$ cat config.mk
export PLATFORM = sky130hd
export DESIGN_NAME = chunked_adder
export DESIGN_NICKNAME = d
export VERILOG_FILES = /design/src/rtl/chunked_adder.sv
export SDC_FILE = /design/constraint.sdc
export NUM_CORES = 1
export LEC_CHECK = 0
export CORE_MARGIN = 2
export CORE_UTILIZATION = 51
export DETAILED_ROUTE_END_ITERATION = 8
export GPL_TIMING_DRIVEN = 0
export PLACE_DENSITY = 0.78
export SYNTH_ARGS = -nofsm -noshare
export SYNTH_HDL_FRONTEND = slang
export SYNTH_SLANG_ARGS = --single-unit
$ cat constraint.sdc
create_clock -name clk -period 2.85 [get_ports clk]
set_clock_uncertainty 0.2 [all_clocks]
set_input_delay 0.57 -clock clk [delete_from_list [all_inputs] [get_ports clk]]
set_output_delay 0.57 -clock clk [all_outputs]
set_load 0.02 [all_outputs]
$ cat src/rtl/chunked_adder.sv
// Multi-cycle unsigned adder: processes CHUNK bits per clock.
// Optional saturation to WIDTH ones when the final carry is set.
module chunked_adder #(
    parameter int WIDTH = 10,
    parameter int CHUNK = 4
) (
    input  logic             clk,
    input  logic             rst_n,
    input  logic             in_valid,
    output logic             in_ready,
    input  logic [WIDTH-1:0] a,
    input  logic [WIDTH-1:0] b,
    input  logic             sat_en,
    output logic             out_valid,
    input  logic             out_ready,
    output logic [WIDTH:0]   sum,
    output logic             ovf
);

    localparam int NCHUNK = (WIDTH + CHUNK - 1) / CHUNK;
    localparam int IW     = (NCHUNK > 1) ? $clog2(NCHUNK) : 1;
    localparam int LASTW  = WIDTH - (NCHUNK - 1) * CHUNK;
    localparam logic [IW-1:0] LAST = IW'(NCHUNK - 1);

    typedef enum logic [1:0] {
        IDLE,
        ADD,
        DONE
    } state_t;

    state_t           state;
    logic [IW-1:0]    idx;
    logic             carry;
    logic             sat_q;
    logic [WIDTH-1:0] areg;
    logic [WIDTH-1:0] breg;
    logic [WIDTH-1:0] acc;

    int               base;
    logic [CHUNK-1:0] ach;
    logic [CHUNK-1:0] bch;
    logic [CHUNK:0]   csum;
    logic             last;
    logic             cout;
    logic [WIDTH-1:0] cmask;
    logic [WIDTH-1:0] cval;
    logic [WIDTH-1:0] acc_nx;

    assign in_ready  = (state == IDLE);
    assign out_valid = (state == DONE);

    // Bits past WIDTH fall off the shifts, so the short last chunk needs
    // no special masking; only its carry comes from a lower bit.
    always_comb begin
        base   = int'(idx) * CHUNK;
        ach    = CHUNK'(areg >> base);
        bch    = CHUNK'(breg >> base);
        csum   = {1'b0, ach} + {1'b0, bch} + (CHUNK+1)'(carry);
        last   = (idx == LAST);
        cout   = last ? csum[LASTW] : csum[CHUNK];
        cmask  = WIDTH'({CHUNK{1'b1}}) << base;
        cval   = WIDTH'(csum[CHUNK-1:0]) << base;
        acc_nx = (acc & ~cmask) | cval;
    end

    always_ff @(posedge clk or negedge rst_n) begin
        if (!rst_n) begin
            state <= IDLE;
            idx   <= '0;
            carry <= 1'b0;
            sat_q <= 1'b0;
            areg  <= '0;
            breg  <= '0;
            acc   <= '0;
            sum   <= '0;
            ovf   <= 1'b0;
        end else begin
            unique case (state)
                IDLE: begin
                    if (in_valid) begin
                        areg  <= a;
                        breg  <= b;
                        sat_q <= sat_en;
                        carry <= 1'b0;
                        idx   <= '0;
                        state <= ADD;
                    end
                end
                ADD: begin
                    acc   <= acc_nx;
                    carry <= cout;
                    if (last) begin
                        idx   <= '0;
                        ovf   <= cout;
                        state <= DONE;
                        if (sat_q && cout)
                            sum <= {1'b0, {WIDTH{1'b1}}};
                        else
                            sum <= {cout, acc_nx};
                    end else begin
                        idx <= idx + 1'b1;
                    end
                end
                DONE: begin
                    if (out_ready)
                        state <= IDLE;
                end
                default: state <= IDLE;
            endcase
        end
    end

endmodule

==> flow_summary.toml, run 1 <==
[outcome]
status = "finished, final reports clean"

[worst_setup_path]
cpPeakStageDelay_ns = 0.43
cp-end-kind = "flop"
critical_path_arrival_ns = 2.67
cpMostUsedCell = "fa_1"
required_ns = 2.85
path_cells = "buf_4 > mux2i_1 > o21ai_1 > fa_1 > inv_1 > fa_1 > xnor2_1 > and2_0 > clkbuf_2 > o21ai_0 > nand2_1"
rr_worst_depth = 11
reg2reg_from = "idx[0]$_DFFE_PN0P_"
cp_max_fo = 10
slowest_stage = "fa_1"
start_kind = "flop"
ff2ff_setup_slack_ns = 0.18
criticalPathCategory = "reg2reg"
r2r-end = "sum[3]$_DFFE_PN0P_"

[drt]
dr.first_iter.drc_count = 96
post_drt_wl_per_cell_um = 13.1
first_pass_iters = 4
drt_wl_total_um = 3650
via_per_inst = 5.02
ant_nets = 0
drcViolationCount = 0
vias = 1396

[global_route]
grt_pass1_wl_um = 6180
antenna_found_initial = 0
grt-ovfl-total = 0
grt_usage = 0.184
grt_max_degree = 39
grt_pass1_vias = 1396

[final_layout]
final_cells = 278
syn2layout_area_growth_pct = 28.8
antenna_cells = 0
finish.utilization = 0.673
drive_above_1_share = 0.189
nFillCells = 308
nets = 257

[yosys]
ys_seq_area_frac = 0.559
async_flop_share = 1.00
synth_area_leaders = "dfrtp_1, mux2_2, nand2_1"
ys_types = 29
syn_avg_cell_area_um2 = 11.5
ys_seq_elements = 46
ys_warn_count = 0
yosys.area.top_type = "dfrtp_1"
syn-num-nets = 209
synth-edff-count = 0
syn_inst = 179
synthesis.area_um2 = 2060
ys.flop_type = "dfrtp_1"
yosysTopAreaCellShare = 0.559

[timing]
max_freq_mhz = 375
timing_hold_violations_final = 0
period_share = 0.936
maxSlewViolCount = 0
rsz0062_at_grt = "no"
worst_pin_slew_ns = 0.425
relSlewSlack = 0.717
setup_violations = 0
min_period_ns = 2.67
fin_hold_ws_ns = 0.269

[place]
hpwl_um = 2760
gp_congestion = 0.752
portBuffers = 38
dp_cells = 268

[pwr]
p_int_mw = 2.10
sw_frac_of_total = 0.375
p_sw_mw = 1.26
power_frac_comb = 0.511
p_leak_nw = 1.22
clkPwrFrac = 0.144
ir_drop_uv = 593
power.total_mw = 3.36
pwr-share-seq = 0.344
power.density_nw_per_um2 = 1260

[floorplanning]
die_area_um2 = 4570
die_h_um = 67.6
start_util = 0.523
core_area_um2 = 3940
die_w_um = 67.6
pin_count = 39
rows = 23

[cts]
htree_levels = 2
root_buffer = "clkbuf_8"
clkSlewWorstSetupHoldPaths_ns = 0.09
cts_tree = "done"
clockBufferDepth = 2
cts_made_buffers = 5
clkLatencyLatePin_ns = 0.30
clock-sinks = 46

[run]
cap_violations = 0

[min_path]
hold_depth = 2
min_from = "sum[8]$_DFFE_PN0P_"
hold_path_end = "sum[8]$_DFFE_PN0P_"
min_path_type = "reg2reg"
[per-stage QoR]
| step | setup slack (ns) | TNS (ns) | area, um^2 |
|---|---|---|---|
| after floorplan | 0.322 | 0 | 2060 |
| after global placement | -0.226 | -10.32 | 2500 |
| after detailed placement | -0.000269 | -0.000269 | 2520 |
| after CTS | 0.0461 | 0 | 2640 |
| after global routing | 0.000356 | 0 | 2650 |
| final | 0.182 | 0 | 2650 |
[placed cells by master (no fill, tap or decap), types with 3 or more instances in the layout]
cell type / instances
mux2i_1: 8
nor2_1: 8
clkbuf_8: 5
dfrtp_1: 46
inv_1: 4
a21oi_1: 4
o21ai_1: 8
buf_4: 3
buf_2: 4
clkdlybuf4s50_1: 37
o21ai_0: 10
mux2_2: 23
ha_1: 3
nand2_1: 33
[worst max-delay path by stage]
stage	start	to
global placement	rst_n	breg[1]$_DFFE_PN0P_
finish	idx[0]$_DFFE_PN0P_	sum[3]$_DFFE_PN0P_
CTS	idx[0]$_DFFE_PN0P_	sum[4]$_DFFE_PN0P_
floorplan	idx[0]$_DFFE_PN0P_	sum[0]$_DFFE_PN0P_
global route	idx[0]$_DFFE_PN0P_	sum[3]$_DFFE_PN0P_
detailed placement	idx[0]$_DFFE_PN0P_	sum[4]$_DFFE_PN0P_
[kinds of logic (layout without fill, tap and decap cells)]
family          count (synthesis)  count (layout)  share of synthesized area
mux                            33              33                      0.179
flops                          46              46                      0.559
fa+ha+maj                       5               5                     0.0376
simple gates                   51              51                      0.107
compound gates                 27              27                     0.0729
xor+xnor                        3               3                     0.0128
buf+inv                        14              63                     0.0316
[state kept, by name, indices dropped and copies added, names as in the netlist]
signal and flops:
sum 11, carry 1, breg 10, acc 8, areg 10, state 2, idx 2, ovf 1
sat_q 1
[Yosys cell counts (2+ instances only)]
cell,number
xnor2_1,2
nand2_1,33
buf_4,2
dfrtp_1,46
inv_1,4
o21ai_0,18
nor2b_1,2
nand2b_1,2
a21o_1,2
ha_1,3
nor2_1,8
a21oi_1,4
mux2_4,2
clkbuf_1,3
buf_2,4
mux2i_1,8
mux2_2,23
fa_1,2
[power groups by stage]
stage	clock, mW	sequential [mW]	combinational (mW)
6_report	0.484	1.16	1.72
5_1_grt	0.530	1.19	1.91
4_1_cts	0.496	1.16	1.72
3_5_place_dp	0	1.17	1.71
3_3_place_gp	0	1.15	1.66
2_1_floorplan	0	1.22	1.14
[layer usage]
metal,share of wire,up-vias,global-route usage,routed length (um)
met5,0,-,0,0
met4,0.010,0,0.0510,38
met1,0.45,669,0.227,1630
met3,0.046,4,0.0617,169
met2,0.50,30,0.308,1810
li1,-,693,-,-
[repair_timing]
action | in CTS | in global routing
hold buffers | 1 | 0
setup endpoints to repair | 1 | 10
buffers inserted | 0 | 1
gates resized for setup | 1 | 9
gates cloned | 0 | 0
endpoints found under the hold margin | 8 | 0
[critical path: cells and delay by family (launching register included)]
kind,cells,cell delay (ns)
AOI/OAI and AO/OA,2,0.34
buffers and inverters,3,0.43
muxes,1,0.13
DFF,1,0.41
and+or+nand+nor,2,0.22
xor gates and xnor gates,1,0.17
adders and majority gates,2,0.65
[final cells by class]
class / instances / area, um^2 / share of cell area
plain buffers: 10 / 53.8 / 0.0203
clock inverters: 3 / 45.0 / 0.0170
multi-input cells: 119 / 845 / 0.318
repair buffers: 41 / 413 / 0.156
well taps: 50 / 62.6 / 0.0236
clock buffers: 5 / 68.8 / 0.0259
flip-flops and latches: 46 / 1150 / 0.434
inverters: 4 / 15.0 / 0.00566
(Power assumes the default switching activity.)
==> inputs of run 2 (changes only) <==
REMOVE_ABC_BUFFERS = 1   (was default)
==> flow_summary.toml, run 2 (same netlist as run 1, synthesis figures left out) <==
[outcome]
status = "finished, final reports clean"

[floorplanning]
start_util = 0.523
die_h_um = 67.6
core_area_um2 = 3940
rows = 23
die_area_um2 = 4570
pin_count = 39
die_w_um = 67.6

[cts]
ctsHoldBuffers = 0
clkSlewWorstSetupHoldPaths_ns = 0.08
root_buffer = "clkbuf_8"
clkLatencyLatePin_ns = 0.30
clock-sinks = 46
cts_made_buffers = 5
cts_tree = "done"
htree_levels = 2
clockBufferDepth = 2

[global_route]
grt_pass1_vias = 1408
grt_busiest_layer = "met2"
grt_usage = 0.184
grtUsageMet1 = 0.220
grt_pass1_wl_um = 6180
grt_use_met3 = 0.0550
use_met2 = 0.321
antenna_found_initial = 0
grt_max_degree = 28
grt-ovfl-total = 0

[final_layout]
drive_above_1_share = 0.199
syn2layout_area_growth_pct = 26.5
antenna_cells = 0
largest_registers = "sum (11), areg (10), breg (10)"
most-common-layout-cells = "dfrtp_1, clkdlybuf4s50_1, nand2_1"
final_common_cell = "dfrtp_1"
final_cells = 271
largest_register_ffs = 11
top_register = "sum"
nets = 251
nFillCells = 296
finish.utilization = 0.661
area.sequential_um2 = 1160
multiInputGateArea_um2 = 853

[worst_setup_path]
start_kind = "flop"
criticalPathCategory = "reg2reg"
required_ns = 2.84
critical_path_arrival_ns = 2.66
cp_max_fo = 13
cp-end-kind = "flop"

[pwr]
power.density_nw_per_um2 = 1240
p_leak_nw = 1.20
ir_drop_uv = 686

[place]
hpwl_um = 2660
gp_congestion = 0.835
portBuffers = 38
dp_cells = 258

[timing]
relSlewSlack = 0.335
fin_hold_ws_ns = 0.0193
setup_violations = 0
maxSlewViolCount = 0
worst_pin_slew_ns = 0.995
min_period_ns = 2.67
max_freq_mhz = 375
period_share = 0.935
timing_hold_violations_final = 0

[min_path]
min_path_type = "in2async"

[drt]
drcViolationCount = 0
dr.first_iter.drc_count = 56
first_pass_iters = 4
drt_wl_total_um = 3590
via_per_inst = 5.19
vias = 1407
post_drt_wl_per_cell_um = 13.3
ant_nets = 0

[run]
cap_violations = 0
## run 2: cell types whose count changed in the layout (fill, tap and decap cells not counted), sizes merged
cell	before	now
buf	9	8
clkbuf	9	5
clkinvlp	2	0
dlygate4sd3	1	0
bufinv	1	0
clkinv	0	2
## run 2: final timing paths
kind	slack, ns	cells past startpoint	start	end
worst min-delay path	0.02	1	rst_n	sum[2]$_DFFE_PN0P_
worst max-delay path	0.18	9	idx[0]$_DFFE_PN0P_	sum[0]$_DFFE_PN0P_
worst min register to register	0.27	2	sum[2]$_DFFE_PN0P_	sum[2]$_DFFE_PN0P_
min in group clk	0.27	2	sum[2]$_DFFE_PN0P_	sum[2]$_DFFE_PN0P_
worst max register to register	0.18	9	idx[0]$_DFFE_PN0P_	sum[0]$_DFFE_PN0P_
max in group asynchronous	1.92	2	rst_n	idx[1]$_DFFE_PN0P_
## run 2: power breakdown
| group | internal, mW | switching (mW) | total, mW |
|---|---|---|---|
| combinational | 0.853 | 0.814 | 1.67 |
| sequential | 0.986 | 0.215 | 1.20 |
| clock | 0.165 | 0.207 | 0.372 |
| total | 2.00 | 1.24 | 3.24 |
## run 2: worst max-delay path, cell delays in order (launching register included)
cell     delay [ns]
dfrtp_4        0.58
mux2i_1        0.15
o21ai_0        0.22
fa_1           0.24
inv_1          0.05
fa_1           0.43
xnor2_1        0.18
and2_2         0.26
o21ai_0        0.18
nand2_1        0.07
## run 2: what timing repair did
item	4_1_cts	5_1_grt
endpoints found under the setup margin	12	10
buffers inserted	0	6
cloned	0	0
resized for setup	5	3
## run 2: stage by stage
stage          setup TNS [ns]  setup slack (ns)  area [um^2]  power (mW)
2_1_floorplan               0             0.136         2010        2.30
3_3_place_gp            -6.12            -0.335         2450        2.71
3_5_place_dp            -4.05            -0.402         2470        2.81
4_1_cts                     0            0.0481         2560        3.20
5_1_grt              -0.00282          -0.00282         2610        3.53
6_report                    0             0.184         2610        3.24
## run 2: metal layers
metal	part of all wire	routed length (um)
met1	0.42	1510
met5	0	0
met3	0.040	143
met2	0.53	1900
met4	0.010	37
## run 2: final cells by class
type	count	area share
Clock buffer	5	0.0264
Clock inverter	2	0.00384
Inverter	4	0.00576
Multi-Input combinational cell	119	0.327
Sequential cell	46	0.444
Tap cell	50	0.0240
Timing Repair Buffer	45	0.169
